--- src/rtl/counter_pkg.sv ---
// -----------------------------------------------------------------------------
// counter_pkg
// Shared definitions for the counter family.
//   DIR_UP / DIR_DOWN    : values of the dir input.
//   MODE_WRAP / MODE_SAT : values of the sat input.
//   clamp_to_max()       : limits a value to a terminal count. Operands are
//                          carried at CNT_MAX_W bits so one function serves
//                          every counter width up to that size.
// -----------------------------------------------------------------------------
package counter_pkg;

  localparam logic DIR_UP    = 1'b1;
  localparam logic DIR_DOWN  = 1'b0;
  localparam logic MODE_WRAP = 1'b0;
  localparam logic MODE_SAT  = 1'b1;

  // Widest counter the shared helper supports.
  localparam int unsigned CNT_MAX_W = 64;

  function automatic logic [CNT_MAX_W-1:0] clamp_to_max(
    input logic [CNT_MAX_W-1:0] value,
    input logic [CNT_MAX_W-1:0] max
  );
    return (value > max) ? max : value;
  endfunction

endpackage : counter_pkg

--- src/rtl/mode_counter_next.sv ---
// -----------------------------------------------------------------------------
// mode_counter_next
// Combinational step logic for mode_counter: the count that one enabled step
// produces, and whether that step crosses a boundary.
//   count        in  current count
//   dir          in  1 = up, 0 = down
//   sat          in  1 = saturate at boundary, 0 = wrap modulo MAX_VAL+1
//   next_count   out count after one enabled step
//   boundary_hit out step was taken at MAX_VAL (up) or 0 (down)
// -----------------------------------------------------------------------------
module mode_counter_next
  import counter_pkg::*;
#(
  parameter int unsigned       WIDTH   = 32,
  parameter logic [WIDTH-1:0]  MAX_VAL = {WIDTH{1'b1}}
) (
  input  logic [WIDTH-1:0] count,
  input  logic             dir,
  input  logic             sat,
  output logic [WIDTH-1:0] next_count,
  output logic             boundary_hit
);

  logic at_top;
  logic at_bottom;

  // Boundaries are compared explicitly against MAX_VAL and 0, so a modulus
  // smaller than 2^WIDTH wraps correctly and +1 / -1 never overflow.
  assign at_top    = (count == MAX_VAL);
  assign at_bottom = (count == '0);

  // NOTE: every output gets a default first, so no path leaves it unassigned
  // and no latch is inferred.
  always_comb begin
    next_count   = count;
    boundary_hit = 1'b0;
    if (dir == DIR_UP) begin
      if (at_top) begin
        boundary_hit = 1'b1;
        next_count   = (sat == MODE_SAT) ? count : '0;
      end else begin
        next_count = count + WIDTH'(1);
      end
    end else begin
      if (at_bottom) begin
        boundary_hit = 1'b1;
        next_count   = (sat == MODE_SAT) ? count : MAX_VAL;
      end else begin
        next_count = count - WIDTH'(1);
      end
    end
  end

endmodule : mode_counter_next

--- src/rtl/mode_counter.sv ---
// -----------------------------------------------------------------------------
// mode_counter
// Up/down counter with programmable terminal count, runtime wrap/saturate,
// parallel load (clamped to MAX_VAL) and clear-to-preset.
// Priority per edge: clr > load > en; otherwise the count holds.
//   clk, rst_n      clock, asynchronous active-low reset
//   en, dir, sat    step enable, direction (1 = up), saturate mode
//   clr             synchronous clear to CLR_VAL
//   load, load_val  synchronous parallel load
//   count           registered count
//   at_max, at_min  combinational count == MAX_VAL / count == 0
//   ovf             registered pulse the cycle after a boundary step
// Build option MODE_COUNTER_STICKY_OVF_EN adds:
//   ovf_ack    in  clears ovf_sticky (a coincident ovf event wins)
//   ovf_sticky out latched ovf, also cleared by clr
// -----------------------------------------------------------------------------
module mode_counter
  import counter_pkg::*;
#(
  parameter int unsigned      WIDTH   = 32,
  parameter logic [WIDTH-1:0] MAX_VAL = {WIDTH{1'b1}},
  parameter logic [WIDTH-1:0] CLR_VAL = WIDTH'(1)
) (
  input  logic             clk,
  input  logic             rst_n,
  input  logic             en,
  input  logic             dir,
  input  logic             sat,
  input  logic             clr,
  input  logic             load,
  input  logic [WIDTH-1:0] load_val,
`ifdef MODE_COUNTER_STICKY_OVF_EN
  input  logic             ovf_ack,
  output logic             ovf_sticky,
`endif
  output logic [WIDTH-1:0] count,
  output logic             at_max,
  output logic             at_min,
  output logic             ovf
);

  // Parameter sanity, caught at elaboration.
  if (WIDTH < 1 || WIDTH > CNT_MAX_W) begin : g_bad_width
    $error("mode_counter: WIDTH must be 1..%0d", CNT_MAX_W);
  end
  if (MAX_VAL == '0) begin : g_bad_max
    $error("mode_counter: MAX_VAL must be at least 1");
  end
  if (CLR_VAL > MAX_VAL) begin : g_bad_clr
    $error("mode_counter: CLR_VAL must not exceed MAX_VAL");
  end

  logic [WIDTH-1:0] count_q, count_d;
  logic             ovf_q, ovf_d;
  logic [WIDTH-1:0] step_count;
  logic             step_boundary;

  mode_counter_next #(
    .WIDTH   (WIDTH),
    .MAX_VAL (MAX_VAL)
  ) u_next (
    .count        (count_q),
    .dir          (dir),
    .sat          (sat),
    .next_count   (step_count),
    .boundary_hit (step_boundary)
  );

  always_comb begin
    count_d = count_q;
    ovf_d   = 1'b0;
    if (clr) begin
      count_d = CLR_VAL;
    end else if (load) begin
      count_d = WIDTH'(clamp_to_max(CNT_MAX_W'(load_val), CNT_MAX_W'(MAX_VAL)));
    end else if (en) begin
      count_d = step_count;
      ovf_d   = step_boundary;
    end
  end

  // NOTE: state registers use non-blocking assignments so every flop samples
  // the pre-edge values, independent of block evaluation order.
  always_ff @(posedge clk or negedge rst_n) begin
    if (!rst_n) begin
      count_q <= '0;
      ovf_q   <= 1'b0;
    end else begin
      count_q <= count_d;
      ovf_q   <= ovf_d;
    end
  end

  assign count  = count_q;
  assign ovf    = ovf_q;
  assign at_max = (count_q == MAX_VAL);
  assign at_min = (count_q == '0);

`ifdef MODE_COUNTER_STICKY_OVF_EN
  logic sticky_q, sticky_d;

  // A new ovf event takes precedence over a same-cycle acknowledge.
  // clr forces ovf_d low, so clr always clears the sticky bit.
  always_comb begin
    sticky_d = ovf_d | (sticky_q & ~ovf_ack & ~clr);
  end

  always_ff @(posedge clk or negedge rst_n) begin
    if (!rst_n) begin
      sticky_q <= 1'b0;
    end else begin
      sticky_q <= sticky_d;
    end
  end

  assign ovf_sticky = sticky_q;
`endif

endmodule : mode_counter

--- config.mk ---
export PLATFORM = sky130hd
export DESIGN_NAME = mode_counter
export DESIGN_NICKNAME = d
export VERILOG_FILES = /design/src/rtl/counter_pkg.sv /design/src/rtl/mode_counter_next.sv /design/src/rtl/mode_counter.sv
export SDC_FILE = /design/constraint.sdc
export NUM_CORES = 1
export LEC_CHECK = 0
export CORE_ASPECT_RATIO = 0.5
export CORE_UTILIZATION = 30
export CTS_BUF_LIST = sky130_fd_sc_hd__clkbuf_4 sky130_fd_sc_hd__clkbuf_8 sky130_fd_sc_hd__clkbuf_16
export CTS_CLUSTER_DIAMETER = 120
export CTS_CLUSTER_SIZE = 12
export DETAILED_ROUTE_END_ITERATION = 16
export PLACE_DENSITY = 0.57
export SKIP_LAST_GASP = 1
export SLEW_MARGIN = 10
export SYNTH_ARGS = -nofsm -noshare
export SYNTH_HDL_FRONTEND = slang
export SYNTH_SLANG_ARGS = --single-unit
--- constraint.sdc ---
create_clock -name clk -period 3.03 [get_ports clk]
set_clock_uncertainty 0.15 [all_clocks]
set_input_delay 0.606 -clock clk [delete_from_list [all_inputs] [get_ports clk]]
set_output_delay 0.606 -clock clk [all_outputs]
set_load 0.005 [all_outputs]
==> metrics.txt, run 1 <==
status=finished clean; worst-path cell chain=or4_4, or4_4, or3_4, inv_2, clkbuf_2; routed len/inst=20.7 um; Post-DP HPWL=11.2 mm; CTS buffer count=5; Net Count, Synth=493; Crit path buffers/inverters=2; dpl cell area=4830 um^2; crit path DAT=2.27 ns; CTS tree=yes; CTS clk-pin slew, worst paths=0.06 ns; register bit total from synthesis=33; Final setup viols=0; CTS H-Tree Depth=2; top post-synthesis cells by count=44 x a21oi_1, 39 x nor2_1, 33 x dfrtp_1, 27 x nand3_1, 25 x nand2_1; Post-synth EDFFs=0; Final Hold Fails=0; maxcap violations=0; Port-buffer cells=73; GRT Total Usage=0.256; Yosys warning total=0; largest net degree at the start of global routing=34; Avg Cell Area, Syn=7.59 um^2; RSZ-0062 raised after global routing=yes; Fillers=1075; Crit Path Category=reg2out; # hold bufs at CTS=0; DR vias/cell=6.03; vias in the first global route=4054; non-filler cells, final=734; Yosys cell types=77; full die area=11900 um^2; vias=4428; count leader, synth=a21oi_1; Crit-path slowest cell=or4_4; n_diodes=0; crit end category=output port; Routed Antenna Nets=0; I/O pin count=74; Mapped Cells=451; Util after Layout=0.469; number of clock sinks=33; Clock Latency Late Sink=0.29 ns; FP Rows=27; Max stage delay on crit path=0.53 ns; total gr overflow=0; router iterations before antenna repair=5; Die Wd=153 um; area fraction in compound gates after synthesis=0.321; Mapped Area=3420 um^2; slew of the pin with the lowest slew margin=0.524 ns; min cycle time layout=3.03 ns; Sequential cell area=826 um^2; first-pass GRT wire length=23.3 mm; Post-synth ARST share=1.00; fin crit share=0.999; Final GP Congestion=0.910; Synth top area share=0.241; initial antenna violation count=0; Fmax=0.330 GHz; mux share of post-synthesis cell area=0.00293; Initial Util=0.310; hold crit path type=reg2reg; Die Height=77.5 um; top cells by area, synth=dfrtp_1 24%, a21oi_1 6.4%, nor2_1 4.3%; Max-slew headroom=0.648; adder-cell share of the synthesized area=0.0110; top_reg_cell synth=dfrtp_1; CP delay by family, top=simple AND/OR/NAND/NOR gates; clk root buf=clkbuf_16; startpoint types=flop; CTS Buffer Depth=2; fin area=5180 um^2; drc violations=0; power per cell area=351 nW/um^2; Simple-Gate Fraction of Synth Area=0.326; main combinational cell family by area after synthesis=simple AND/OR/NAND/NOR gates; Slew Limit Fails=0; P&R area growth vs syn=51.4%; Seq/Total Area, Yosys=0.241; core outline area=11000 um^2; DR iter-0 viols=473; cell taking the most area after synthesis=dfrtp_1; Static Leakage=2.07 nW; most frequent CP cell=or4_4; hold_ws=0.484 ns; Nets=630; final wirelength=15.2 mm; Critical Path Fanout Max=2; Critical Path RT=2.27 ns; Cells after DPL=719; xor/xnor cell area share of the yosys netlist=0.0179; layout cells sized above 1=0.258; multi-input logic area=2450 um^2; VDD IR max=0.000178 V
[placed cells by master, fill, tap and decap left out, drive strengths merged, types with 6 or more instances in the layout]
cell,instances
o21ai,22
a221oi,7
clkdlybuf4s50,72
clkbuf,6
or3,13
nor4,12
nand3,27
nand2b,7
and3,10
a21oi,44
inv,10
nor2,40
nand2,25
buf,99
nand4,13
a211oi,8
dfrtp,33
a221o,6
nor3,21
or4,10
a21o,6
a31oi,6
[cell families (layout without fill, tap and decap cells)]
family,count (synthesis),after routing
simple gates,200,200
compound gates,155,155
buf+inv,52,190
flops,33,33
xor+xnor,7,7
fa+ha+maj,3,3
mux,1,1
[report_power, final]
group          internal [W]  switching (W)  total [W]
clock              0.000390       0.000227   0.000617
combinational      0.000344       0.000355   0.000698
sequential         0.000477      0.0000247   0.000502
total               0.00121       0.000606    0.00182
[path summary, 6_finish.rpt]
path	slack, ns	start	depth (start not counted)	to
max	0.003	count[22]	5	at_min
min	0.48	count[27]	3	count[27]
max reg2reg	0.04	count[8]	9	count[16]
min reg2reg	0.48	count[27]	3	count[27]
max in group asynchronous	1.80	rst_n	2	count[29]
min in group asynchronous	0.58	rst_n	2	count[8]
[flip-flops by register name, indices dropped and copies added, names as in the netlist]
signal,count
count,32
ovf,1
[per-stage QoR]
step                setup WS [ns]  power [W]  TNS, ns
global route              -0.0832    0.00189   -0.184
finish                    0.00300    0.00182        0
global placement          -0.0642    0.00116   -0.182
CTS                       -0.0847    0.00178  -0.0847
floorplan                   0.155   0.000821        0
detailed placement        -0.0935    0.00116   -0.361
[area by class of cell]
type | instances | share of cell area
multi-input combinational | 366 | 0.472
clock buffer | 5 | 0.0242
clock inverter | 3 | 0.00894
tap | 145 | 0.0350
timing repair buffer | 172 | 0.293
inverter | 10 | 0.00725
sequential | 33 | 0.159
[routing by layer]
layer,GRT usage,routed length (um)
met5,0,0
met4,0.0626,214
met3,0.0648,1640
met1,0.392,7340
met2,0.344,6000
[repair_timing]
item | CTS | global route
pin swaps | 3 | 6
setup buffers | 3 | 4
endpoints found under the setup margin | 14 | 30
gates resized for setup | 13 | 19
gates cloned | 0 | 0
[worst register-to-register path, cell delays in order, from the launching register on]
cell	delay [ns]
dfrtp_1	0.42
or4_4	0.58
or3_4	0.35
buf_4	0.17
nor4_4	0.31
a21o_2	0.23
a21o_4	0.23
a21oi_1	0.06
a211oi_1	0.25
buf_4	0.17
Power figures use the tool's default switching activity.
==> inputs of run 2 (changes only) <==
CORE_UTILIZATION = 47   (was 30)
PLACE_DENSITY = 0.81   (was 0.57)
==> run 2 against run 1 <==
Effect of this change: the flow now finishes with violations (negative setup slack); power shrank 3.2%; non-clock buffer count grew 2; register-to-register slack hardly changed; setup slack worse by 0.025 ns; via count increased by 4.6%; hold slack lost 0.014 ns; core utilization rose by 28 points; combinational power is 2% higher; sequential share of layout area grew 0.16 points; largest cell class unchanged; highest routed layer unchanged.
==> metrics.txt, run 2 (synthesis results as in run 1) <==
Post-DP HPWL=11.1 mm (-0.37%); Max-slew headroom=0.555 (-0.0929); hold_ws=0.470 ns (-0.0141 ns); R2R Path End=count[16]; max reg flops=32 (unchanged); crit path DAT=2.30 ns (+0.03 ns); total gr overflow=0 (unchanged); final wirelength=15.1 mm (-0.32%); CTS buffer count=5 (unchanged); first-pass GRT wire length=22.6 mm (-3.3%); vias=4630 (+4.6%); number of clock sinks=33 (unchanged); Place WS=-0.0639 ns (+0.0296 ns); status=finished with violations; initial antenna violation count=0 (unchanged); Port-buffer cells=73 (unchanged); layout cells sized above 1=0.264 (+0.00589); fin area=5130 um^2 (-0.97%); DR iter-0 viols=725 (+53%); maxcap violations=0 (unchanged); power per cell area=343 nW/um^2 (-2.2%); Nets=632 (+0.32%); vias in the first global route=4066 (+0.30%); CTS H-Tree Depth=2 (unchanged); dpl cell area=4790 um^2 (-0.80%); WL met1=6.42 mm (-12%); total negative slack=-0.0224 ns (-0.0224 ns); Min-Delay Path Depth=3 (unchanged); router iterations before antenna repair=5 (unchanged); full die area=7650 um^2 (-36%); I/O pin count=74 (unchanged); Critical Path Fanout Max=4 (+2); CTS tree=yes; CTS clk-pin slew, worst paths=0.06 ns (about the same); VDD IR max=0.000198 V (+11%); clk root buf=clkbuf_16; Die Wd=123 um (-20%); routed len/inst=22.2 um (+7.1%); Final Hold Fails=0 (unchanged); FP Rows=21 (-22%); slew of the pin with the lowest slew margin=0.668 ns (+0.143 ns); GRT Total Usage=0.395 (+0.139); RSZ-0062 raised after global routing=yes; hold crit path type=reg2reg; Routed Antenna Nets=0 (unchanged); Slew Limit Fails=0 (unchanged); Fmax=0.328 GHz (-0.83%); top layer in use=met4; Die Height=62.3 um (-20%); Worst Reg2Reg Path Length in Cells=10 (+1); core outline area=6860 um^2 (-38%); Static Leakage=2.08 nW (+0.46%); Hold EP=count[27]; Critical Path RT=2.27 ns (about the same); DR vias/cell=6.78 (+12%); FF-to-FF Start=count[25]; Clock Latency Late Sink=0.28 ns (about the same); min-delay src=count[27]; fin crit share=1.01 (+0.00838); # hold bufs at CTS=0 (unchanged); Crit Path Category=reg2out; post-route setup slack=-0.0224 ns (-0.0254 ns); Final setup viols=1 (+1); met3 wire length=2.73 mm (+67%); met2 routed WL=5.68 mm (-5.3%); largest net degree at the start of global routing=34 (unchanged); startpoint types=flop; Initial Util=0.499 (+0.189); failing checks=negative setup slack; P&R area growth vs syn=49.9%; commonest non-fill, non-tap cell in the layout=buf_4; drc violations=0 (unchanged); commonest non-fill, non-tap cells in the layout=93 x buf_4, 72 x clkdlybuf4s50_1, 44 x a21oi_1; crit end category=output port; reg2reg setup slack=0.05 ns (about the same); CTS Buffer Depth=2 (unchanged); n_diodes=0 (unchanged); Final GP Congestion=0.969 (+6.5%); min cycle time layout=3.05 ns (+0.0254 ns)
## run 2: cell count changes in the layout (fill, tap and decap cells not counted), sizes merged
cell,before,now
clkinvlp,1,0
clkinv,1,2
buf,99,101
clkbuf,6,7
bufinv,1,0
## run 2: stage by stage
step	total power, W	utilization	std cells
final	0.00176	0.748	683
after global routing	0.00182	0.748	683
after CTS	0.00171	0.733	682
after detailed placement	0.00116	0.698	668
after global placement	0.00116	0.698	668
after floorplan	0.000821	-	451
## run 2: where the power goes
| group | internal, W | total [W] | switching, W |
|---|---|---|---|
| clock | 0.000328 | 0.000545 | 0.000218 |
| combinational | 0.000344 | 0.000713 | 0.000368 |
| sequential | 0.000478 | 0.000502 | 0.0000240 |
| total | 0.00115 | 0.00176 | 0.000610 |
## run 2: worst max-delay path by stage
| stage | from | end | cells past startpoint |
|---|---|---|---|
| 3_3_place_gp | count[22] | at_min | 5 |
| 5_1_grt | count[18] | at_max | 7 |
| 3_5_place_dp | count[22] | at_min | 5 |
| 2_1_floorplan | count[8] | count[27] | 9 |
| 4_1_cts | count[1] | at_max | 7 |
| 6_report | count[0] | at_max | 7 |
## run 2: area by class of cell
| type | count | area (um^2) |
|---|---|---|
| clock buffers | 6 | 139 |
| clock inverters | 2 | 13.8 |
| repair buffers | 174 | 1560 |
| flip-flops and latches | 33 | 826 |
| fillers | 541 | 1730 |
| multi-input cells | 366 | 2440 |
| inverters | 10 | 37.5 |
| well taps | 92 | 115 |
## run 2: worst max-delay path, cell delays in order (launching register included)
cell and delay, ns:
dfrtp_1 0.41, ha_4 0.18, and3_4 0.21, nand3_2 0.11, nor4_4 0.37, nand3_2 0.15, inv_2 0.08, clkdlybuf4s50_1 0.50
## run 2: what timing repair did
item                       4_1_cts  5_1_grt
pin swaps                        4       11
buffers inserted                 6        2
gates cloned                     0        1
gates resized for setup         14       21
setup endpoints to repair        7       21
## run 2: routing by layer
metal,vias to the layer above,GRT usage
met2,378,0.508
met5,-,0
met1,2174,0.579
met4,0,0.0747
li1,2032,-
met3,46,0.197
